==> src/rtl/i2s_pkg.sv <==
// Shared I2S transmit constants, frame type and word-select helper; combinational only, no handshake.
// Defining I2S_TX_LJ_EN selects left-justified word-select timing instead of standard I2S.
package i2s_pkg;

  localparam int I2S_WD        = 24;
  localparam int I2S_SLOT_BITS = 32;
  localparam int I2S_CLK_DIV   = 16;

  typedef struct packed {
    logic [I2S_WD-1:0] left;
    logic [I2S_WD-1:0] right;
  } i2s_frame_t;

  // Word-select level while slot index k is on the wire.
  function automatic logic lrclk_at(int k, int slot_bits);
`ifdef I2S_TX_LJ_EN
    return (k >= slot_bits);
`else
    return (k >= slot_bits - 1) && (k <= 2 * slot_bits - 2);
`endif
  endfunction

endpackage

==> src/rtl/i2s_clkgen.sv <==
// Bit-clock divider: bclk toggles every CLK_DIV clocks; fall_evt is high in the cycle whose
// closing edge drives bclk 1->0. Free-running, no backpressure.
module i2s_clkgen
  import i2s_pkg::*;
#(
  parameter int CLK_DIV = I2S_CLK_DIV
) (
  input  logic clk,
  input  logic reset_n,
  output logic bclk,
  output logic fall_evt
);

  localparam int DW = (CLK_DIV > 1) ? $clog2(CLK_DIV) : 1;

  logic [DW-1:0] div_cnt;
  logic          tc;

  assign tc       = (div_cnt == DW'(CLK_DIV - 1));
  assign fall_evt = tc && bclk;

  always_ff @(posedge clk or negedge reset_n) begin
    if (!reset_n) begin
      div_cnt <= '0;
      bclk    <= 1'b0;
    end else if (tc) begin
      div_cnt <= '0;
      bclk    <= ~bclk;
    end else begin
      div_cnt <= div_cnt + DW'(1);
    end
  end

endmodule

==> src/rtl/i2s_tx.sv <==
// I2S transmitter: one-frame holding register, data launched on bclk fall, frame load every 2*SLOT_BITS bclks.
// Backpressure: ready_out low while a frame is held; empty at load mutes the frame and pulses underrun (I2S_TX_LJ_EN = LJ mode).
module i2s_tx
  import i2s_pkg::*;
#(
  parameter int WD_IN     = I2S_WD,
  parameter int SLOT_BITS = I2S_SLOT_BITS,
  parameter int CLK_DIV   = I2S_CLK_DIV
) (
  input  logic             clk,
  input  logic             reset_n,
  input  logic [WD_IN-1:0] left_in,
  input  logic [WD_IN-1:0] right_in,
  input  logic             valid_in,
  output logic             ready_out,
  output logic             bclk,
  output logic             lrclk,
  output logic             sdata,
  output logic             underrun
);

  localparam int FRAME_BITS = 2 * SLOT_BITS;
  localparam int CW         = $clog2(FRAME_BITS);

  typedef struct packed {
    logic [WD_IN-1:0] left;
    logic [WD_IN-1:0] right;
  } frame_t;

  logic                  full;
  frame_t                hold;
  logic                  fall_evt;
  logic                  accept;
  logic                  wrap;
  logic                  load;
  logic [CW-1:0]         bit_cnt;
  logic [CW-1:0]         bit_nxt;
  logic [FRAME_BITS-1:0] shreg;
  logic [FRAME_BITS-1:0] load_val;

  i2s_clkgen #(
    .CLK_DIV (CLK_DIV)
  ) u_clkgen (
    .clk      (clk),
    .reset_n  (reset_n),
    .bclk     (bclk),
    .fall_evt (fall_evt)
  );

  assign ready_out = !full;
  assign accept    = valid_in && !full;
  assign wrap      = (bit_cnt == CW'(FRAME_BITS - 1));
  assign bit_nxt   = wrap ? '0 : bit_cnt + CW'(1);
  assign load      = fall_evt && wrap;

  // Whole frame as it appears on the wire: each sample MSB-aligned in its slot, zero padded.
  always_comb begin
    load_val = '0;
    if (full) begin
      load_val[FRAME_BITS-1 -: WD_IN] = hold.left;
      load_val[SLOT_BITS-1  -: WD_IN] = hold.right;
    end
  end

  // A load with an empty register has priority over nothing; an accept on that edge stays held.
  always_ff @(posedge clk or negedge reset_n) begin
    if (!reset_n) begin
      full <= 1'b0;
      hold <= '0;
    end else if (load && full) begin
      full <= 1'b0;
    end else if (accept) begin
      full       <= 1'b1;
      hold.left  <= left_in;
      hold.right <= right_in;
    end
  end

  always_ff @(posedge clk or negedge reset_n) begin
    if (!reset_n) begin
      bit_cnt  <= CW'(FRAME_BITS - 1);
      shreg    <= '0;
      sdata    <= 1'b0;
      lrclk    <= 1'b0;
      underrun <= 1'b0;
    end else begin
      underrun <= load && !full;
      if (fall_evt) begin
        bit_cnt <= bit_nxt;
        lrclk   <= lrclk_at(int'(bit_nxt), SLOT_BITS);
        if (wrap) begin
          sdata <= load_val[FRAME_BITS-1];
          shreg <= {load_val[FRAME_BITS-2:0], 1'b0};
        end else begin
          sdata <= shreg[FRAME_BITS-1];
          shreg <= {shreg[FRAME_BITS-2:0], 1'b0};
        end
      end
    end
  end

endmodule

==> config.mk <==
export PLATFORM = sky130hd
export DESIGN_NAME = i2s_tx
export DESIGN_NICKNAME = d
export VERILOG_FILES = /design/src/rtl/i2s_pkg.sv /design/src/rtl/i2s_clkgen.sv /design/src/rtl/i2s_tx.sv
export SDC_FILE = /design/constraint.sdc
export NUM_CORES = 1
export LEC_CHECK = 0
export CAP_MARGIN = 10
export CORE_ASPECT_RATIO = 1.5
export CORE_MARGIN = 10
export CORE_UTILIZATION = 40
export DETAILED_ROUTE_END_ITERATION = 6
export DONT_BUFFER_PORTS = 1
export GPL_TIMING_DRIVEN = 0
export PLACE_DENSITY = 0.64
export SYNTH_ARGS = -nofsm -noshare
export SYNTH_HDL_FRONTEND = slang
export SYNTH_SLANG_ARGS = --single-unit
==> constraint.sdc <==
create_clock -name clk -period 2.15 [get_ports clk]
set_input_delay 0.3225 -clock clk [delete_from_list [all_inputs] [get_ports clk]]
set_output_delay 0.3225 -clock clk [all_outputs]
set_load 0.02 [all_outputs]
==> run metrics <==
status finished, violations left; failing checks hold timing; ANT nets after route 0; Final Hold Viols 118; hold slack final -0.384 ns; Reg clk slew, reported paths around 0.06 ns; die width between 100 and 150 um; Final Max Tran Viols 0; Req. time, crit path roughly 2.4 ns; Hold WC Path Type in2async; Sink Count about 120; Seq. cell area 2960 um2; initial antenna violation count 2; I/O pins 56; syn nets around 500; crit start category flip-flop; CP dominant cell by count buf_2; pin count of the biggest net entering global routing between 100 and 150; Site Rows 49; TritonCTS clock tree yes; critical path type reg2reg; final WL between 10000 and 15000 um; Post-synth EDFFs 0; Seq/Total Area, Yosys 0.593; multi-input logic area roughly 1800 um2; Worst Path Buf+Inv 3; CP Max Fanout 10; gpl congestion between 0.7 and 0.8; Core Area approximately 12000 um2; initial core utilization 0.413; Worst Tran Pin Value between 0.4 and 0.5 ns; max cap viols 0; # fillers roughly 1100; Fin Setup TNS 0 ns; gr ovfl total 0; Max IR drop VDD roughly 0.57 mV; vias per std cell between 5 and 6; Die H 157 um; clock root buffer clkbuf_16; layout cells sized above 1 0.246; FF+latch count, synth approximately 120; ys async rst share 1.00; hpwl dp between 7000 and 8000 um; Worst-Skew Late Latency roughly 0.41 ns; Synth Cell Area 4990 um2; total number of vias 3393; first-pass GRT wire length 17800 um; PwrDens between 900 and 1000 nW/um2; most common cell after layout, fill and taps aside dfrtp_1; Ys Warns 0; area delta synth->final 16.3%; Nets between 500 and 600; vias in the first global route roughly 3500; die footprint 17400 um2; Num CTS Buffers 17; crit-path cells ha_1, and3_1, and2_1, buf_2, buf_4, buf_2, a31oi_1; Setup Buffers After CTS 0; CP max-delay cell dfrtp_1; period utilization 0.891; unrepaired setup endpoints after global routing false; Critical Path AT 2.19 ns; DRC 0; endpoints failing setup 0; Critical Path End Type flip-flop; CP top delay family buffers and inverters; Synth Instances roughly 450; syn avg cell area around 11 um2; CTS resizes 0; CP peak stage delay roughly 0.39 ns; Leakage ~0.0025 uW; WL/cell 16.8 um; clock period minus worst slack 1.92 ns; Cell variety after synth 34; maximum clock insertion buffer count 2; Max Freq ~0.52 GHz; Pre-antenna DRT Iters 4; commonest non-fill, non-tap cells in the layout dfrtp_1 (112), nand2_1 (53), nor2_1 (51); gr usage total 0.126; H-tree levels 4; Most used DFF post-synth dfrtp_1; initial DRC count 157; I/O Buffers 0; worst clock skew about 0.0053 ns; Rel. slew slack 0.701
power breakdown:
part,switching [uW],internal [uW]
combinational,10.0,33.4
sequential,24.6,2270
clock,978,1960
synthesized netlist by cell type, types with 4 or more instances:
cell type / instances / share of area
a22o_1: 8 / 0.014
a31oi_1: 47 / 0.059
buf_2: 23 / 0.023
clkbuf_1: 6 / 0.0045
dfrtp_1: 112 / 0.56
dfstp_2: 6 / 0.032
ha_1: 4 / 0.010
inv_1: 4 / 0.0030
mux2_2: 49 / 0.11
nand2_1: 53 / 0.040
nand3_1: 49 / 0.049
nor2_1: 51 / 0.038
o21ai_0: 5 / 0.0050
worst register-to-register path, stage by stage (launching register included):
cell,delay [ns]
dfrtp_1,0.39
ha_1,0.22
and3_1,0.24
and2_1,0.15
buf_2,0.21
buf_4,0.22
buf_2,0.24
a31oi_1,0.12
kinds of logic after synthesis:
group,count (synthesis),share of synthesized area
AOI/OAI and AO/OA,68,0.0905
adders and majority gates,4,0.0100
DFF,118,0.593
xor gates and xnor gates,5,0.00878
and+or+nand+nor,166,0.146
muxes,49,0.111
buffers and inverters,38,0.0404
metal layers:
layer	global-route usage	routed length (um)	up-vias
met1	0.136	4260	1693
met3	0.0406	462	17
met4	0.0552	193	2
met2	0.222	5710	68
li1	-	-	1613
met5	0	13	-
path summary, 6_finish.rpt:
path                                     startpoint                   to  slack (ns)  cells past startpoint
worst max-delay path            u_clkgen.div_cnt[0]            shreg[56]        0.23                      7
worst min-delay path                        reset_n              hold[4]       -0.38                      0
worst max register to register  u_clkgen.div_cnt[0]            shreg[56]        0.23                      7
worst min register to register  u_clkgen.div_cnt[3]  u_clkgen.div_cnt[3]        0.49                      1
max in group asynchronous                   reset_n           bit_cnt[2]        2.30                      0
min in group clk                        right_in[9]              hold[9]        0.07                      1
through the flow:
stage | setup WS [ns] | utilization | instances | total power (uW) | area, um2
2_1_floorplan | 0.545 | - | 448 | 2360 | 4990
3_3_place_gp | 0.233 | 0.429 | 601 | 2370 | 5180
3_5_place_dp | 0.201 | 0.429 | 601 | 2380 | 5180
4_1_cts | 0.196 | 0.480 | 633 | 5320 | 5800
5_1_grt | 0.0460 | 0.481 | 634 | 5440 | 5810
6_report | 0.235 | 0.481 | 634 | 5270 | 5810
sequential cells by signal, indices dropped and copies added, names as in the netlist:
register	flops
bit_cnt	6
shreg	55
full	1
u_clkgen.bclk	1
lrclk	1
sdata	1
underrun	1
u_clkgen.div_cnt	4
hold	48
area by class of cell:
type                            count  share of cell area
Antenna cell                        1            0.000431
Buffer                             34              0.0321
Clock buffer                       18              0.0756
Clock inverter                     14              0.0315
Inverter                            4             0.00259
Multi-Input combinational cell    292               0.315
Sequential cell                   118               0.510
Tap cell                          153              0.0330
Note: power is estimated with default switching activity, not from simulation.
